==> src/rtl/mem_dados_resposta_if.sv <==
// Data-memory request bus between the nRisc data port (master) and the memory responder (slave).
// Handshake: the master raises exactly one of LerMem/EscreveMem with endereco/dado stable and holds it;
// the slave answers with a one-cycle pronto (or erro if both strobes are high), and a new request is
// accepted only after the master has dropped both strobes while the slave is in its end state.
interface mem_dados_resposta_if;
  logic [7:0] endereco;
  logic [7:0] dado;
  logic       LerMem;
  logic       EscreveMem;
  logic [7:0] out;
  logic       pronto;
  logic       erro;
  logic       ocupado;

  modport master (
    output endereco, dado, LerMem, EscreveMem,
    input  out, pronto, erro, ocupado
  );

  modport slave (
    input  endereco, dado, LerMem, EscreveMem,
    output out, pronto, erro, ocupado
  );
endinterface

==> src/rtl/mem_dados_resposta.sv <==
// 256 x 8 data memory responder with LATENCIA wait states per access and a pronto/erro pulse handshake.
// estado exposes the FSM state (0 IDLE, 1 ESPERA, 2 FIM).
module mem_dados_resposta #(
  parameter int LATENCIA = 2
) (
  input  logic                 clock,
  input  logic                 reset_n,
  mem_dados_resposta_if.slave  bus,
  output logic [1:0]           estado
);

  typedef enum logic [1:0] {
    IDLE   = 2'd0,
    ESPERA = 2'd1,
    FIM    = 2'd2
  } state_t;

  localparam logic [3:0] LAT4 = 4'(LATENCIA);

  state_t     state, state_next;
  logic [3:0] cnt;
  logic [7:0] end_q;
  logic [7:0] dado_q;
  logic       escrita_q;
  logic [7:0] mem [256];
  logic [7:0] out_q;
  logic       pronto_q;
  logic       erro_q;

  logic req_one, req_both, strobes_low;
  logic aceita, ilegal, commit;

  assign req_one     = bus.LerMem ^ bus.EscreveMem;
  assign req_both    = bus.LerMem & bus.EscreveMem;
  assign strobes_low = ~(bus.LerMem | bus.EscreveMem);

  // State register
  always_ff @(posedge clock or negedge reset_n) begin
    if (!reset_n) state <= IDLE;
    else          state <= state_next;
  end

  // Next-state logic
  always_comb begin
    state_next = state;
    case (state)
      IDLE: begin
        if (req_both)     state_next = FIM;
        else if (req_one) state_next = ESPERA;
      end
      ESPERA: if (cnt == 4'd0) state_next = FIM;
      FIM:    if (strobes_low) state_next = IDLE;
      default: state_next = IDLE;
    endcase
  end

  // Output / control decode
  always_comb begin
    aceita      = 1'b0;
    ilegal      = 1'b0;
    commit      = 1'b0;
    bus.ocupado = (state != IDLE);
    case (state)
      IDLE: begin
        aceita = req_one;
        ilegal = req_both;
      end
      ESPERA: commit = (cnt == 4'd0);
      default: ;
    endcase
  end

  // Request latch, wait counter and the registered response outputs
  always_ff @(posedge clock or negedge reset_n) begin
    if (!reset_n) begin
      cnt       <= 4'd0;
      end_q     <= 8'd0;
      dado_q    <= 8'd0;
      escrita_q <= 1'b0;
      out_q     <= 8'd0;
      pronto_q  <= 1'b0;
      erro_q    <= 1'b0;
    end else begin
      pronto_q <= commit;
      erro_q   <= ilegal;
      if (aceita) begin
        cnt       <= LAT4;
        end_q     <= bus.endereco;
        dado_q    <= bus.dado;
        escrita_q <= bus.EscreveMem;
      end else if (state == ESPERA && cnt != 4'd0) begin
        cnt <= cnt - 4'd1;
      end
      if (commit && !escrita_q) out_q <= mem[end_q];
    end
  end

  // Storage; reset wipes every location, including any write not yet committed
  always_ff @(posedge clock or negedge reset_n) begin
    if (!reset_n) begin
      for (int i = 0; i < 256; i++) mem[i] <= 8'd0;
    end else if (commit && escrita_q) begin
      mem[end_q] <= dado_q;
    end
  end

  assign bus.out    = out_q;
  assign bus.pronto = pronto_q;
  assign bus.erro   = erro_q;
  assign estado     = state;

endmodule

==> src/flat_wrapper.sv <==
// flat-port wrapper written by rule: the top's interface ports become plain ports
module mem_dados_resposta_flat 
#(
  parameter int LATENCIA = 2
)
  (clock, reset_n, estado, bus_endereco, bus_dado, bus_LerMem, bus_EscreveMem, bus_out, bus_pronto, bus_erro, bus_ocupado);
  mem_dados_resposta_if bus_i ();
  input  logic clock;
  input  logic reset_n;
  output logic [1:0] estado;
  input wire logic [$bits(bus_i.endereco)-1:0] bus_endereco;
  input wire logic [$bits(bus_i.dado)-1:0] bus_dado;
  input wire logic [$bits(bus_i.LerMem)-1:0] bus_LerMem;
  input wire logic [$bits(bus_i.EscreveMem)-1:0] bus_EscreveMem;
  output wire logic [$bits(bus_i.out)-1:0] bus_out;
  output wire logic [$bits(bus_i.pronto)-1:0] bus_pronto;
  output wire logic [$bits(bus_i.erro)-1:0] bus_erro;
  output wire logic [$bits(bus_i.ocupado)-1:0] bus_ocupado;
  assign bus_i.endereco = bus_endereco;
  assign bus_i.dado = bus_dado;
  assign bus_i.LerMem = bus_LerMem;
  assign bus_i.EscreveMem = bus_EscreveMem;
  assign bus_out = bus_i.out;
  assign bus_pronto = bus_i.pronto;
  assign bus_erro = bus_i.erro;
  assign bus_ocupado = bus_i.ocupado;
  mem_dados_resposta #(.LATENCIA(LATENCIA)) u_core (.clock(clock), .reset_n(reset_n), .bus(bus_i), .estado(estado));
endmodule
==> config.mk <==
export PLATFORM = sky130hd
export DESIGN_NAME = mem_dados_resposta_flat
export DESIGN_NICKNAME = d
export VERILOG_FILES = /design/src/rtl/mem_dados_resposta_if.sv /design/src/rtl/mem_dados_resposta.sv /design/src/flat_wrapper.sv
export SDC_FILE = /design/constraint.sdc
export NUM_CORES = 2
export LEC_CHECK = 0
export BUFFER_PORTS_ARGS = -buffer_cell sky130_fd_sc_hd__buf_2
export CORE_MARGIN = 4
export CORE_UTILIZATION = 25
export CTS_CLUSTER_DIAMETER = 150
export CTS_CLUSTER_SIZE = 12
export DETAILED_ROUTE_END_ITERATION = 8
export GPL_ROUTABILITY_DRIVEN = 0
export PLACE_DENSITY = 0.49
export SYNTH_ARGS = -nofsm -noshare
export SYNTH_HDL_FRONTEND = slang
export SYNTH_SLANG_ARGS = --single-unit
==> constraint.sdc <==
create_clock -name clock -period 3.5 [get_ports clock]
set_input_delay 0.35 -clock clock [delete_from_list [all_inputs] [get_ports clock]]
set_output_delay 0.35 -clock clock [all_outputs]
set_load 0.005 [all_outputs]
# After elaboration in Yosys (flattened, before gate mapping)
# Index checks and enable logic that the tools add are counted.
dict set report word_totals {
  elab_cells 303
  regBits 2081
  in_bits 20
  output_inout_bits 13
}
dict set report classes {
  n_eq_ne 5
  mux 16
  bitwise 4
  n_reduce_logical 11
  n_addsub 1
  order_cmp 2
}
# operator count
set ops {}
lappend ops {{bitwise mux 2048 bit} 1}
lappend ops {{binary-select mux 8 bit (select 8 bit)} 1}
lappend ops {{demux 8 bit (select 8 bit)} 1}
lappend ops {{two-way mux 8 bit} 3}
lappend ops {{greater-or-equal comparator 9 bit (second input constant)} 1}
lappend ops {{< comparator 9 x 1 -> 1 bit (second input constant)} 1}
lappend ops {{inverter 8 -> 9 bit} 1}
lappend ops {{two-way mux 2 bit} 4}
lappend ops {{two-way mux 4 bit} 2}
lappend ops {{one-hot mux 2 bit (3 select lines)} 1}
lappend ops {{logical AND 1 bit} 4}
lappend ops {{logical NOT 4 bit} 1}
lappend ops {{nonzero test 2 bit} 2}
lappend ops {{nonzero test 4 bit} 1}
lappend ops {{subtractor 4 x 1 -> 4 bit (second input constant)} 1}
lappend ops {{two-way mux 1 bit} 3}
lappend ops {{!= test 3 x 1 -> 1 bit (second input constant)} 1}
lappend ops {{AND reduction 3 bit} 1}
lappend ops {{equality test 2 x 1 -> 1 bit (second input constant)} 1}
lappend ops {{equality test 2 bit (second input constant)} 1}
lappend ops {{logical NOT 2 bit} 1}
lappend ops {{!= test 2 x 1 -> 1 bit (second input constant)} 1}
lappend ops {{!= test 2 bit (second input constant)} 1}
lappend ops {{AND 1 bit} 1}
lappend ops {{other kinds (3)} 3}

# Logic depth before layout (Yosys ltp)
dict set report depth {
  depth_word 6
  depth_mapped 13
}

# Worst setup path before layout
# No wires, ideal clock.
dict set report synth_timing {
  path_kind {register -> register}
  from {register u_core.cnt[0]}
  to {register u_core.mem[736] (netlist bit)}
  t_arrival_ps 2524
  setup_time_ps 125
  required_ps 3375
  stages_incl_launch_ff 12
  period_less_slack_ps 2648
  path_slack_ps 852
  path_cell_list {dfrtp_1 -> inv_1 -> ha_1 -> or3b_1 -> nor2_1 -> and2_1 -> buf_2 -> buf_4 -> nand3_1 -> buf_4 -> nor2_2 -> mux2_2}
}
dict set report synth_between {
  elab_chain_len 3
}
# element line_no
set synth_rtl {}
lappend synth_rtl {{from (decl)} mem_dados_resposta.sv:21} ;# logic [3:0] cnt;
lappend synth_rtl {{from (signal assigned)} mem_dados_resposta.sv:92} ;# cnt <= cnt - 4'd1;
lappend synth_rtl {{logical NOT 4 bit} mem_dados_resposta.sv:68} ;# ESPERA: commit = (cnt == 4'd0);
lappend synth_rtl {{two-way mux 1 bit} mem_dados_resposta.sv:63} ;# case (state)
lappend synth_rtl {{via u_core.commit} mem_dados_resposta.sv:31} ;# logic aceita, ilegal, commit;
lappend synth_rtl {{logical AND 1 bit} mem_dados_resposta.sv:102} ;# end else if (commit && escrita_q) begin
lappend synth_rtl {{to (signal, indexed assignment)} mem_dados_resposta.sv:103} ;# mem[end_q] <= dado_q;
lappend synth_rtl {{to (decl)} mem_dados_resposta.sv:25} ;# logic [7:0] mem [256];
# The timed path passes the listed nets, and every way through them passes these cells.
# A chain may end at the register's enable or synchronous reset.

# Worst setup path after layout
dict set report layout_timing {
  from {register u_core.end_q[0]}
  to {register u_core.out_q[5], in the netlist u_core.bus.out[5]}
}
dict set report layout_between {
  elab_chain_len 4
}
# element line_no
set layout_rtl {}
lappend layout_rtl {{from (decl)} mem_dados_resposta.sv:22} ;# logic [7:0] end_q;
lappend layout_rtl {{from (signal assigned)} mem_dados_resposta.sv:88} ;# end_q <= bus.endereco;
lappend layout_rtl {{inverter 8 -> 9 bit (not written as such)} mem_dados_resposta.sv:94} ;# if (commit && !escrita_q) out_q <= mem[end_q];
lappend layout_rtl {{binary-select mux 8 bit (select 8 bit)} mem_dados_resposta.sv:94}
lappend layout_rtl {{two-way mux 8 bit (not written as such) (2 in a row)} mem_dados_resposta.sv:94}
lappend layout_rtl {{to (signal assigned)} mem_dados_resposta.sv:94}
lappend layout_rtl {{to (decl)} mem_dados_resposta.sv:26} ;# logic [7:0] out_q;
# Every way passes these cells. The select of a mux whose other input is x is not followed.

==> metrics <==
first-pass GRT wire length=454,800 um; Total GRT Usage=15.47%; layout cell share with drive strength beyond 1=50.18%; initial drt markers=3,778; type of the worst setup path=flip-flop to flip-flop; Die Y-Extent=627.9 um; combinational share of power=31.2%; status=complete, no violations; root buf cell=clkbuf_16; clock transition at the registers of the reported paths=0.07 ns; Rows=227; worst-skew pair later-pin latency=0.89 ns; Ys Warns=0; WL per Instance=26.69 um; P_int=between 40,000 and 50,000 uW; Total Power=66,400 uW; syn_nets=between 6,000 and 7,000; asr flop ratio synth=between 90% and 100%; EDFF count, synth=0; HPWL after DPL=205,600 um; nets@finish=6,598; Slew Limit Headroom=between 20% and 30%; Hold WC Path Type=input port to flip-flop; Syn-to-layout area delta=15.95%; Setup-failing EPs final=0; Synth area leader=dfrtp_1; multi-input logic area=approximately 0.042 mm^2; Core Area=0.3826 mm^2; vias in the first global route=60,407; Max Cap Violations=0; Pre-Repair DR Iteration Count=7; most area-consuming cells after synthesis=dfrtp_1 54%, mux2_2 20%, mux4_2 11%; top-area cell type share of the netlist area=between 50 and 60%; worst hold slack=0.05499 ns; # DRC=0; H-tree levels=4; Critical Path Start=u_core.end_q[0]; DIE AREA=0.3943 mm^2; Sink Count=2,081; Leak Pwr=slightly above 0.05 uW; Placed Area=between 0.1 and 0.15 mm^2; Startpoint Class=flip-flop; cell area after layout=approximately 0.11 mm^2; Final min period=3.449 ns; # IOs=33; drt total wl=310,600 um; mean post-synth cell area=about 15 um^2; CP endpoint kind=flip-flop; sequential share of the synthesized area=54.21%; CTS max path bufs=4; Mapped Area=0.09607 mm^2; sw frac=37.55%; Required @ worst endpoint=between 4 and 5 ns; port bufs=32; Seq. cell area=about 0.052 mm^2; Worst Path Arrival=4.18 ns; synth unique cells=just over 70; skew final=0.07421 ns; FF+latch count, synth=roughly 2,100; cell count after synthesis=6,221; unrepaired setup endpoints after global routing=no; initial antenna violation count=10; PD cells=596.1 mW/mm^2; antenna viol nets, final=0; Slew @ Worst Pin=1.082 ns; Crit Path Max Fanout=14; hold path start=bus_endereco[1]; RR Startpoint=u_core.end_q[0]; CTS buffer count=200; Clk network pwr share=29.4%; die width=627.9 um; vias=about 57,000; Peak VDD IR=0.0006197 V; Switch Pwr=approximately 25,000 uW; Slew Limit Fails=0; GRT Residual Overflow=0; ys flop type=dfrtp_1; TritonCTS clock tree=done; Via density=just under 5; Layout Utilization=a little under 30%; Final Cycle Share=98.54%; largest net degree at the start of global routing=165; Fin Setup TNS=0 ns; endpoints failing hold=0; Filler Cell Count=37,978; Seq pwr share=between 30% and 40%; maximum clock rate=roughly 290 MHz; initial core utilization=25.11%
## cell families after synthesis
group	count (synthesis)	share of synthesized area (%)
multiplexers	2736	37.21
flip-flops	2081	54.21
AND/OR/NAND/NOR	634	3.928
buffers and inverters	475	2.425
AO/OA/AOI/OAI	289	2.166
XOR/XNOR	3	0.02736
adder cells (fa/ha/maj)	3	0.03908
## final timing paths
kind	end	slack [ns]	depth (start not counted)
setup / recovery	u_core.bus.out[5]	0.05	10
hold / removal	u_core.end_q[1]	0.05	3
setup reg to reg	u_core.bus.out[5]	0.05	10
hold reg to reg	u_core.mem[812]	0.48	1
max in group asynchronous	u_core.dado_q[4]	2.03	4
min in group asynchronous	u_core.mem[684]	0.11	3
## synthesized netlist by cell type, types with 27 or more instances
library cell  number
o22ai_1           32
mux2i_1          212
nand2_1          164
nand3_1           48
nor2_2           142
nor2_1            75
mux4_2           462
buf_4             40
dfrtp_1         2081
buf_2             88
o21ai_0           28
buf_6             30
a21oi_1           27
mux2_1           315
a22oi_1           78
nor2_4            89
clkbuf_1         294
mux2_2          1747
## power groups by stage
stage | Combinational, uW | Clock, uW | Sequential, uW
3_5_place_dp | 20500 | 0 | 26700
2_1_floorplan | 11100 | 0 | 25100
6_report | 20700 | 19500 | 26200
3_3_place_gp | 20400 | 0 | 26600
5_1_grt | 21600 | 21100 | 26200
4_1_cts | 20900 | 20200 | 26100
## worst max-delay path: stages, from the launching register on
cell and delay [ns]:
dfrtp_4 0.47, buf_12 0.15, buf_12 0.13, buf_4 0.30, mux4_2 0.60, mux2i_1 0.32
a32oi_1 0.09, a31oi_1 0.35, buf_4 0.23, nor4_1 0.07, or4_1 0.57
## timing repair
action | in CTS | in global routing
hold buffers | 19 | 0
buffers inserted | 14 | 0
resized for setup | 8 | 7
setup endpoints to repair | 7 | 27
pin swaps | 0 | 1
hold endpoints to repair | 862 | 0
## final cells by class
class / count / area share [%]
repair buffers: 619 / 5.304
flip-flops and latches: 2081 / 46.79
clock buffers: 210 / 4.546
well taps: 5038 / 5.659
inverters: 8 / 0.02920
multi-input cells: 3665 / 37.52
clock inverters: 11 / 0.1483
diodes: 2 / 0.004493
## stage by stage
stage | setup WS (ns) | instances
floorplan | 0.8518 | 6221
global placement | -0.6706 | 11376
detailed placement | -0.6439 | 11378
CTS | 0.02004 | 11632
global route | 0.001206 | 11633
finish | 0.05113 | 11634
## cells in the final DEF (no fill, tap or decap), drive strengths merged, types with 14 or more instances in the layout
master	synthesis	layout
nor2b	21	21
clkbuf	294	210
nor2	306	306
o21ai	32	32
buf	173	599
a31oi	14	14
a21oi	27	27
mux2	2062	2062
a22o	14	14
mux2i	212	212
dfrtp	2081	2081
dlygate4sd3	0	19
nand3	48	48
nand2	173	173
o22ai	32	32
mux4	462	462
a211oi	19	19
nand4	17	17
a22oi	78	78
## sequential cells by signal, summed over array words and instances, names as in the netlist
name               flops
u_core.end_q           8
u_core.dado_q          8
u_core.estado          2
u_core.bus.erro        1
u_core.escrita_q       1
u_core.mem          2048
u_core.bus.pronto      1
u_core.bus.out         8
u_core.cnt             4
## metal layers
metal  share of wire (%)  vias up  GRT usage, %
li1                    -    23688             -
met1                  46    31556         21.76
met2                  46     1192         24.59
met3                 4.0      439         2.055
met4                 3.6        2         5.061
met5              0.0039        -             0
No activity file was read; power rests on OpenSTA's default activity.
